### config.mk
export PLATFORM = sky130hd
export DESIGN_NAME = lcd_text_scanner
export DESIGN_NICKNAME = d
export VERILOG_FILES = /design/src/rtl/lcd_text_scanner.sv
export SDC_FILE = /design/constraint.sdc
export NUM_CORES = 1
export LEC_CHECK = 0
export ABC_AREA = 1
export CORE_ASPECT_RATIO = 0.8
export CORE_MARGIN = 4
export CORE_UTILIZATION = 34
export DETAILED_ROUTE_END_ITERATION = 6
export PLACE_DENSITY = 0.76
export SETUP_SLACK_MARGIN = 0.4
export SLEW_MARGIN = 5
export SYNTH_ARGS = -nofsm -noshare
export SYNTH_HDL_FRONTEND = slang
export SYNTH_SLANG_ARGS = --single-unit
### constraint.sdc
create_clock -name clock -period 1.15 [get_ports clock]
set_clock_uncertainty 0.1 [all_clocks]
set_input_delay 0.23 -clock clock [delete_from_list [all_inputs] [get_ports clock]]
set_output_delay 0.23 -clock clock [all_outputs]
set_load 0.1 [all_outputs]
### src/rtl/lcd_text_scanner.sv
// -----------------------------------------------------------------------------
// lcd_text_scanner
//
// Text-mode front end of the LCD pixel pipeline. Converts raw pixel
// coordinates into a character cell request (column, row), fetches the
// returned character's glyph line from an external synchronous font ROM and
// emits one RGB pixel per input pixel with a fixed 4-clock latency.
//
// Pipeline:
//   S0  register cell request, pixel offset, glyph line, range and valid
//   S1  register font ROM address {character, glyph_line}
//   S2  wait for the ROM (font_data valid after this edge)
//   S3  select foreground/background colour
//
// Ports:
//   clock            pixel clock, all logic on rising edge
//   reset            synchronous, active-high reset
//   pixel_x/pixel_y  10-bit pixel coordinates from the timing generator
//   pixel_valid      coordinates are in the active display area
//   frame_start      one-cycle pulse per frame (drives the cursor blink only)
//   column/row       registered character cell request
//   character        character code for (column, row), combinational reply
//   font_address     {character, glyph_line[3:0]} to the font ROM
//   font_data        glyph line, bit 7 = leftmost pixel, one cycle after addr
//   pixel_rgb        rendered pixel
//   pixel_out_valid  pixel_valid delayed by 4 clocks
//
// Optional build macro LCD_TEXT_SCANNER_CURSOR_EN adds cursor_column,
// cursor_row and cursor_enable inputs plus a 5-bit frame counter; the cursor
// cell's glyph bits are inverted during the "on" half of each 32-frame blink.
// -----------------------------------------------------------------------------
module lcd_text_scanner #(
  parameter int unsigned COLUMNS  = 100,
  parameter int unsigned ROWS     = 30,
  parameter logic [23:0] FG_COLOR = 24'hFFFFFF,
  parameter logic [23:0] BG_COLOR = 24'h000000
) (
  input  logic        clock,
  input  logic        reset,
  input  logic [9:0]  pixel_x,
  input  logic [9:0]  pixel_y,
  input  logic        pixel_valid,
  input  logic        frame_start,
  output logic [6:0]  column,
  output logic [5:0]  row,
  input  logic [6:0]  character,
  output logic [10:0] font_address,
  input  logic [7:0]  font_data,
  output logic [23:0] pixel_rgb,
  output logic        pixel_out_valid
`ifdef LCD_TEXT_SCANNER_CURSOR_EN
  ,
  input  logic [6:0]  cursor_column,
  input  logic [5:0]  cursor_row,
  input  logic        cursor_enable
`endif
);

  localparam int unsigned X_LIMIT = COLUMNS * 8;
  localparam int unsigned Y_LIMIT = ROWS * 16;

  // Sideband that travels with each pixel through the pipeline.
  typedef struct packed {
    logic [2:0] x;      // pixel offset inside the glyph line
    logic       range;  // pixel lies inside the text area
    logic       valid;  // active display pixel
    logic       match;  // pixel belongs to the cursor cell
  } side_t;

  side_t       s0_d, s0_q, s1_q, s2_q;
  logic [6:0]  column_q;
  logic [5:0]  row_q;
  logic [3:0]  s0_line_q;
  logic [10:0] font_address_q;
  logic [23:0] pixel_rgb_d, pixel_rgb_q;
  logic        pixel_out_valid_q;
  logic        blink;
  logic        glyph_bit;
  logic        lit;

  // NOTE: every variable gets a default at the top of an always_comb block so
  // no path leaves it unassigned, which is what would otherwise infer a latch.
  always_comb begin
    s0_d       = '0;
    s0_d.x     = pixel_x[2:0];
    // Compared at full width so coordinates past the text area never alias
    // back into it through the truncated column/row.
    s0_d.range = (32'(pixel_x) < X_LIMIT) && (32'(pixel_y) < Y_LIMIT);
    s0_d.valid = pixel_valid;
`ifdef LCD_TEXT_SCANNER_CURSOR_EN
    s0_d.match = cursor_enable && (pixel_x[9:3] == cursor_column) &&
                 (pixel_y[9:4] == cursor_row);
`endif
  end

`ifdef LCD_TEXT_SCANNER_CURSOR_EN
  logic [4:0] frame_cnt_q;

  // Free-running frame counter; the MSB gives 16 frames on, 16 frames off.
  always_ff @(posedge clock) begin
    if (reset) begin
      frame_cnt_q <= '0;
    end else if (frame_start) begin
      frame_cnt_q <= frame_cnt_q + 5'd1;
    end
  end

  assign blink = frame_cnt_q[4];
`else
  // frame_start only feeds the cursor blink, absent in this build.
  logic unused_frame_start;
  assign unused_frame_start = frame_start;
  assign blink = 1'b0;
`endif

  // font_data arrives aligned with the S2 sideband.
  assign glyph_bit   = font_data[3'd7 - s2_q.x];
  assign lit         = s2_q.range && (glyph_bit ^ (s2_q.match && blink));
  assign pixel_rgb_d = lit ? FG_COLOR : BG_COLOR;

  // NOTE: sequential state uses non-blocking assignments so every stage
  // samples the previous stage's value from before the edge.
  always_ff @(posedge clock) begin
    if (reset) begin
      // The whole pipeline is flushed at once so no stale pixel escapes.
      column_q          <= '0;
      row_q             <= '0;
      s0_line_q         <= '0;
      s0_q              <= '0;
      s1_q              <= '0;
      s2_q              <= '0;
      font_address_q    <= '0;
      pixel_rgb_q       <= '0;
      pixel_out_valid_q <= 1'b0;
    end else begin
      // S0: cell request (upper bits truncate to the port width)
      column_q          <= pixel_x[9:3];
      row_q             <= pixel_y[9:4];
      s0_line_q         <= pixel_y[3:0];
      s0_q              <= s0_d;
      // S1: the character source has answered for column/row
      font_address_q    <= {character, s0_line_q};
      s1_q              <= s0_q;
      // S2: ROM access in flight
      s2_q              <= s1_q;
      // S3: colour selection
      pixel_rgb_q       <= pixel_rgb_d;
      pixel_out_valid_q <= s2_q.valid;
    end
  end

  assign column          = column_q;
  assign row             = row_q;
  assign font_address    = font_address_q;
  assign pixel_rgb       = pixel_rgb_q;
  assign pixel_out_valid = pixel_out_valid_q;

endmodule

==> results_dict.tcl <==
set metrics [dict create \
    status "finished with violations" \
    failed_checks "setup timing" \
    clk_latency_ns 0.29 \
    instances_no_fill 322 \
    clock.fmax_mhz 704 \
    post-route-util_pct 73.7 \
    drc_errors 0 \
    hold_viol_final 0 \
    syn-instance-count 190 \
    cts_buffers 5 \
    ctsHtreeMaxLevel 2 \
    grt_pass1_wl_um 6250 \
    synth_area_sq_um 1550 \
    dp_cells 311 \
    die_h_um 68.4 \
    slew_viol_final 0 \
    hp-class "in2reg" \
    ant_nets 0 \
    nFillCells 283 \
    drv_cap 0 \
    layout-drive-gt1-share_pct 37.4 \
    drt_wl_total_um 3890 \
    io_buffers 86 \
    cts_max_path_buffers 2 \
    rsz0062_at_grt "true" \
    pwr_density_cell_nw_per_um2 1100 \
    io_pins 88 \
    ys_ff_latch 45 \
    crit_required_ns 0.82 \
    routedWlPerCell_um 12.1 \
    grt.overflow.total 0 \
    clkSinkCount 45 \
    period_share_pct 124 \
    grt_pass1_vias 1293 \
    yosysWarnings 0 \
    worst_pin_slew_ns 0.154 \
    slew_headroom_pct 89.7 \
    min_period_ns 1.42 \
    setup_viol 24 \
    gp_congestion 0.802 \
    fin_nets 303 \
    ir_worst_vdd_v 0.000990 \
    place_hpwl_um 3000 \
    die_area_sq_um 5710 \
    netlist-cell-type-count 10 \
    seqCellArea_sq_um 1000 \
    grt_max_degree 14 \
    antenna_cells 0 \
    p_total_mw 3.46 \
    arrival_ns 1.09 \
    rows 21 \
    cts_root_buffer "clkbuf_8" \
    final_area_sq_um 3160 \
    design.core.area_sq_um 4280 \
    syn_to_final_growth_pct 104 \
    synth_nets 229 \
    yosysSeqAreaShare_pct 58.2 \
    cts_tree "yes" \
    first_pass_iters 4 \
    cp-start-kind "register" \
    avgViaCountPerCell 4.00 \
    avgSynthCellArea_sq_um 8.15 \
    leakage_nw 1.44 \
    clk_pin_slew_worst_paths_ns 0.08 \
    crit_type "reg2out" \
    multi_input_area_sq_um 288 \
    start_util_pct 36.2 \
    crit_fanout 11 \
    drtIter0Drc 28 \
    placedInstanceArea_sq_um 2970 \
    die_x_um 83.5 \
    track_usage_pct 14.6 \
    grt_antenna_before_repair 0 \
    finalSetupTns_ns -6.28 \
    endpoint_kind "primary output" \
    num_vias 1288 \
    setup_slack_ns -0.271 \
]
## cells by family after synthesis
group                  synth area share [%]
and+or+nand+nor                        16.6
AOI/OAI and AO/OA                     0.404
buffers and inverters                  24.9
DFF                                    58.2
## path summary, 6_finish.rpt
check | from | slack (ns) | cells after the start | endpoint
hold / removal | pixel_x[5] | 0.17 | 3 | column[2]$_SDFF_PP0_
setup / recovery | pixel_rgb[22]$_SDFF_PP0_ | -0.27 | 2 | pixel_rgb[4]
hold reg to reg | s1_q[3]$_SDFF_PP0_ | 0.29 | 2 | s2_q[3]$_SDFF_PP0_
setup reg to reg | s2_q[4]$_SDFF_PP0_ | 0.15 | 6 | pixel_rgb[22]$_SDFF_PP0_
## Yosys cell counts
cell type | n | area share (%)
inv_2 | 1 | 0.24
nor2_1 | 47 | 11
nand3_1 | 5 | 1.6
inv_1 | 49 | 12
buf_4 | 23 | 11
a31oi_1 | 1 | 0.40
nand4_1 | 1 | 0.40
nand2_1 | 13 | 3.2
dfxtp_1 | 45 | 58
buf_2 | 5 | 1.6
## cell type report
cell class | instances | share of cell area, %
Clock inverter | 1 | 0.238
Tap cell | 57 | 2.26
Inverter | 50 | 6.02
Timing Repair Buffer | 95 | 48.2
Multi-Input combinational cell | 67 | 9.12
Clock buffer | 7 | 2.42
Sequential cell | 45 | 31.7
## power breakdown
| part | leakage, nW | switching (mW) | internal, mW |
|---|---|---|---|
| Combinational | 1.01 | 0.511 | 0.372 |
| Clock | 0.0385 | 0.501 | 0.430 |
| Sequential | 0.389 | 0.0441 | 1.60 |
## worst max-delay path: stages (launching register included)
cell and delay [ns]:
dfxtp_4 0.41, buf_16 0.20, buf_12 0.19
## sequential cells by signal, summed over array words and instances (netlist names)
signal	count
column	7
font_address	11
pixel_out_valid	1
pixel_rgb	1
row	6
s0_line_q	4
s0_q	5
s1_q	5
s2_q	5
## stage by stage
step	hold WS, ns	setup WS (ns)
after CTS	0.165	-0.285
after detailed placement	0.286	-0.199
final	0.172	-0.271
after global placement	0.279	-0.164
after floorplan	0.227	-0.172
after global routing	0.168	-0.316
## per-layer routing
| layer | vias to the layer above | part of all wire, % | track usage, % |
|---|---|---|---|
| li1 | 651 | - | - |
| met1 | 564 | 40 | 14.8 |
| met2 | 71 | 46 | 25.0 |
| met3 | 2 | 14 | 9.39 |
| met4 | 0 | 0.57 | 5.02 |
| met5 | - | 0 | 0 |
## cells in the final DEF, fill, tap and decap left out
cell type and count:
nand2_1 11, nand2_4 1, clkdlybuf4s50_1 28, nor2_1 45
buf_2 1, dfxtp_1 18, dfxtp_4 27, nand4_1 1
clkbuf_1 2, buf_16 4, clkinvlp_4 1, nand3_1 3
a31oi_1 1, clkbuf_8 5, buf_12 50, nand2_2 1
inv_4 1, nand3_2 2, buf_4 3, nor2_2 2
bufbuf_16 1, dlygate4sd2_1 8, inv_1 49
## what timing repair did
| action | 4_1_cts | 5_1_grt |
|---|---|---|
| pin swaps | 9 | 3 |
| buffers inserted | 1 | 0 |
| hold buffers | 0 | 0 |
| gates cloned | 2 | 0 |
| endpoints found under the setup margin | 94 | 52 |
| gates resized for setup | 23 | 2 |
(Power assumes the default switching activity.)
